[src/rtl/inst_fetch_pkg.sv]
// Shared constants for the sMIPS instruction-fetch stage.
// Bus widths, reset values and the sequential PC increment.
package inst_fetch_pkg;

   localparam int          INST_ADDR_W  = 32;
   localparam int          INST_W       = 32;
   localparam logic [31:0] ZERO_WORD    = 32'h0000_0000;
   localparam logic        RST_ENABLE   = 1'b0;
   localparam logic [31:0] RESET_PC_DEF = 32'h0000_0000;
   localparam logic [31:0] PC_INCR      = 32'd4;

endpackage

[src/rtl/if_id_reg.sv]
// IF/ID pipeline register: clear beats hold beats load.
// A misaligned fetch is captured as a NOP tagged with id_adel.
module if_id_reg
   import inst_fetch_pkg::*;
(
   input  logic                   clk,
   input  logic                   rst_n,
   input  logic                   clear,
   input  logic                   hold,
   input  logic                   load,
   input  logic [INST_ADDR_W-1:0] pc,
   input  logic [INST_W-1:0]      inst,
   input  logic                   adel,
   output logic [INST_ADDR_W-1:0] id_pc,
   output logic [INST_W-1:0]      id_inst,
   output logic                   id_valid,
   output logic                   id_adel
);

   always_ff @(posedge clk) begin
      if (rst_n == RST_ENABLE) begin
         id_pc    <= '0;
         id_inst  <= ZERO_WORD;
         id_valid <= 1'b0;
         id_adel  <= 1'b0;
      end else if (clear) begin
         id_inst  <= ZERO_WORD;
         id_valid <= 1'b0;
         id_adel  <= 1'b0;
      end else if (!hold && load) begin
         id_pc    <= pc;
         id_inst  <= adel ? ZERO_WORD : inst;
         id_valid <= 1'b1;
         id_adel  <= adel;
      end
   end

endmodule

[src/rtl/inst_fetch.sv]
// sMIPS fetch stage: PC, pending redirect and IF/ID capture.
// Priority per edge: exception > stall > redirect > sequential.
module inst_fetch
   import inst_fetch_pkg::*;
#(
   parameter logic [31:0] RESET_PC   = RESET_PC_DEF,
   parameter bit          DELAY_SLOT = 1'b1
) (
   input  logic                   clk,
   input  logic                   rst_n,
   input  logic                   stall,
   input  logic                   br_taken,
   input  logic [INST_ADDR_W-1:0] br_target,
   input  logic                   exc_req,
   input  logic [INST_ADDR_W-1:0] exc_vector,
   output logic [INST_ADDR_W-1:0] imem_addr,
   input  logic [INST_W-1:0]      imem_inst,
   output logic [INST_ADDR_W-1:0] id_pc,
   output logic [INST_W-1:0]      id_inst,
   output logic                   id_valid,
   output logic                   id_adel
);

   logic [INST_ADDR_W-1:0] pc;
   logic [INST_ADDR_W-1:0] pend_target;
   logic                   pend_valid;
   logic                   redir;
   logic [INST_ADDR_W-1:0] redir_target;
   logic                   squash;
   logic                   misaligned;

   assign imem_addr    = pc;
   assign misaligned   = pc[1:0] != 2'b00;
   assign redir        = br_taken | pend_valid;
   assign redir_target = br_taken ? br_target : pend_target;
   assign squash       = !stall && redir && !DELAY_SLOT;

   always_ff @(posedge clk) begin
      if (rst_n == RST_ENABLE) begin
         pc          <= RESET_PC;
         pend_valid  <= 1'b0;
         pend_target <= '0;
      end else if (exc_req) begin
         pc          <= exc_vector;
         pend_valid  <= 1'b0;
      end else if (stall) begin
         // Remember a redirect that arrives while frozen; the latest one wins.
         if (br_taken) begin
            pend_valid  <= 1'b1;
            pend_target <= br_target;
         end
      end else if (redir) begin
         pc          <= redir_target;
         pend_valid  <= 1'b0;
      end else begin
         pc          <= pc + PC_INCR;
      end
   end

   if_id_reg u_if_id (
      .clk      (clk),
      .rst_n    (rst_n),
      .clear    (exc_req | squash),
      .hold     (stall),
      .load     (1'b1),
      .pc       (pc),
      .inst     (imem_inst),
      .adel     (misaligned),
      .id_pc    (id_pc),
      .id_inst  (id_inst),
      .id_valid (id_valid),
      .id_adel  (id_adel)
   );

endmodule
[config.mk]
export PLATFORM = sky130hd
export DESIGN_NAME = inst_fetch
export DESIGN_NICKNAME = d
export VERILOG_FILES = /design/src/rtl/inst_fetch_pkg.sv /design/src/rtl/if_id_reg.sv /design/src/rtl/inst_fetch.sv
export SDC_FILE = /design/constraint.sdc
export NUM_CORES = 1
export LEC_CHECK = 0
export ABC_AREA = 1
export BUFFER_PORTS_ARGS = -buffer_cell sky130_fd_sc_hd__buf_2
export CORE_UTILIZATION = 46
export DETAILED_ROUTE_END_ITERATION = 6
export PLACE_DENSITY = 0.84
export SLEW_MARGIN = 20
export SYNTH_ARGS = -nofsm -noshare
export SYNTH_HDL_FRONTEND = slang
export SYNTH_SLANG_ARGS = --single-unit
export TNS_END_PERCENT = 100
[constraint.sdc]
create_clock -name clk -period 1.48 [get_ports clk]
set_clock_uncertainty 0.2 [all_clocks]
set_input_delay 0.074 -clock clk [delete_from_list [all_inputs] [get_ports clk]]
set_output_delay 0.074 -clock clk [all_outputs]
set_load 0.05 [all_outputs]
==> impl_metrics.yaml <==
drt:
  drtIter0Drc: 1344
  drt-wirelength-per-cell_um: 21.30
  drc_errors: 94
  postRouteAntennaNets: 0
  viasPerCell: 6.097
  first_pass_iters: 7
  vias: 8950
  wirelength_um: 31260
critical_path:
  required_ps: 1610
  critical_path.most_common_cell: "nand2_1"
  end_kind: "flip-flop"
  crit_arrival_ps: 2010
  cp_max_fo: 4
  worstSetupPathType: "reg -> reg"
  cp-start-kind: "flip-flop"
  cpMaxStageDelayCell: "dfxtp_4"
  critical-path-max-stage-delay_ps: 370
  path_cells: "nand2_1 -> nor2_1 -> nand2_1 -> inv_1 -> nand2_1 -> nand2_1 -> nand3_1 -> a21oi_1 -> nor2_1"
floorplan:
  die_width_um: 118.5
  coreArea_um2: 13240
  dieArea_um2: 14030
  io_pins: 199
  initial_core_util_pct: 47.11
  placementRows: 42
  die_h_um: 118.5
final_layout:
  fin_cells: 1468
  layout_commonest_cell: "nand2_1"
  layout_common_cells: "nand2_1, buf_2, dlygate4sd3_1"
  areaGrowthSynthToFinish_pct: 67.29
  n_antenna_cell: 0
  nets: 1382
  drive_gt1_share_pct: 34.13
clock_tree:
  cts_buffers: 17
  cts.path.max_buffers: 2
  cts-htree-levels: 4
  cts_tree: "yes"
  cts_root_buf: "clkbuf_16"
  clkSlewWorstSetupHoldPaths_ps: 60
  clk_latency_ps: 440
  cts_sinks: 131
logic_synthesis:
  synth_top_family_by_area: "simple AND/OR/NAND/NOR gates"
  synth-simple-area-share_pct: 26.35
  synth_edf_count: 0
  synth_adder_area_share_pct: 0.2006
  async_flop_share_pct: 0
  syn-num-nets: 996
  ys.flop_type: "dfxtp_1"
  ys_warn_count: 0
  seq_area_frac_synth_pct: 42.04
  synth_top_area_cell: "dfxtp_1"
  synth_compound_area_share_pct: 20.52
  synthMuxAreaShare_pct: 0.8022
  synth_cells: 894
  ys_top_cells_by_area: "dfxtp_1, nand2_1, a21oi_1"
  synth_seq_cells: 131
  ys_types: 30
  synth-xor-area-share_pct: 1.544
  avgSynthCellArea_um2: 6.978
  synth_area_um2: 6238
  synthDominantCellAreaShare_pct: 42.04
power:
  power_frac_clock_pct: 41.0
  p_switching_mw: 3.452
  powerDensity_nw_per_um2: 1037
  seq_power_share_pct: 36.0
  p_comb_share_pct: 23.1
  leakage_nw: 4.686
  power_mw: 10.82
  ir_worst_vdd_mv: 0.9011
  p_int_mw: 7.370
  switching_share_pct: 31.90
global_route:
  grt_overflow_total: 0
  grt_pass1_wl_um: 44120
  antenna_found_initial: 1
  grt_pass1_vias: 8471
  grt_max_degree: 36
  grt_usage_pct: 40.80
run_status:
  status: "finished, violations left"
  violations: "DRC, hold timing, setup timing"
sta:
  layout_setup_ws_ps: -400.8
  rsz0062_at_grt: "yes"
  worstMarginPinSlew_ps: 688.0
  fin_hold_ws_ps: -33.83
  clock.fmax_mhz: 531.7
  setup_viol: 36
  timing.slew.headroom_pct: 54.06
  min_period_over_period_pct: 127.1
  setup_tns_ps: -6392
  report.final.slew_viol_count: 0
  period_minus_slack_ps: 1881
  finalHoldViolations: 2
placed_design:
  gp_congestion: 0.9236
  dp_cells: 1282
  pre_cts_ws_ps: -134.5
  io_buffers: 198
  place_hpwl_um: 15200
worst_hold_path:
  hold_path_class: "in -> reg"
run:
  maxCapViolCount: 0
## metal layers
layer | wire length [µm] | global-route usage, % | vias up | part of all wire, %
li1 | - | - | 3764 | -
met1 | 10480 | 46.86 | 4011 | 34
met2 | 13930 | 66.84 | 870 | 45
met3 | 3962 | 10.23 | 305 | 13
met4 | 2890 | 27.85 | 0 | 9.2
met5 | 0 | 0 | - | 0
## power groups by stage
| stage | Combinational [mW] | Clock (mW) | Sequential (mW) |
|---|---|---|---|
| 5_1_grt | 2.60 | 4.57 | 3.91 |
| 3_5_place_dp | 1.88 | 0 | 3.93 |
| 3_3_place_gp | 1.86 | 0 | 3.92 |
| 6_report | 2.50 | 4.43 | 3.89 |
| 4_1_cts | 2.22 | 4.38 | 3.86 |
| 2_1_floorplan | 0.693 | 0 | 4.43 |
## logic make-up after synthesis
family                     Yosys count
adders and majority gates            1
buffers and inverters              126
and+or+nand+nor                    381
DFF                                131
muxes                                5
xor gates and xnor gates            11
AOI/OAI and AO/OA                  239
## through the flow
stage / instance area (µm²) / utilization [%]
floorplan: 6381 / -
finish: 10440 / 78.81
detailed placement: 8003 / 60.43
global placement: 8003 / 60.43
CTS: 10150 / 76.67
global route: 10440 / 78.81
## Yosys cell counts, types with 3 or more instances
master      n
nand2_1   215
dfxtp_1   131
a21oi_1    98
o21ai_0    92
nand3_1    89
inv_1      59
nor2_1     53
a31oi_1    32
clkbuf_1   27
buf_2      21
xor2_1     11
nand2_2     6
nor2_2      6
nor2_4      6
o21bai_1    6
inv_2       5
mux2i_1     5
o211ai_1    5
a211oi_1    4
buf_1       4
clkinv_1    4
buf_4       3
buf_6       3
nand4_1     3
## worst paths after layout
path	from	to	slack, ps	cells past startpoint
max	imem_addr[5]	imem_addr[27]	-400	9
min	rst_n	pend_target[5]	-30	4
max reg2reg	imem_addr[5]	imem_addr[27]	-400	9
min reg2reg	u_if_id.id_inst[22]	u_if_id.id_inst[22]	270	2
## layout make-up
class	count	area (µm²)
inverter	68	261.5
clock buffer	21	493.0
multi-input combinational	637	3349
timing repair buffer	425	3269
sequential	131	2728
fill	793	2806
tap	176	220.2
clock inverter	10	115.1
## registers in the layout (all words and copies together), names as in the netlist
signal / flops
u_if_id.id_valid: 1
pend_valid: 1
imem_addr: 32
u_if_id.id_inst: 32
u_if_id.id_pc: 32
u_if_id.id_adel: 1
pend_target: 32
## critical path, delay by kind of cell (launching register included)
kind | cells | cell delay [ps]
simple gates | 7 | 820
flops | 1 | 370
compound gates | 1 | 200
buf+inv | 1 | 170
## repair_timing
action / in CTS / in global routing
setup endpoints to repair: 26 / 63
buffers inserted: 6 / 16
gates cloned: 0 / 2
endpoints found under the hold margin: 123 / 3
pin swaps: 13 / 34
resized for setup: 26 / 69
hold buffers: 140 / 1
Power figures use the tool's default switching activity.
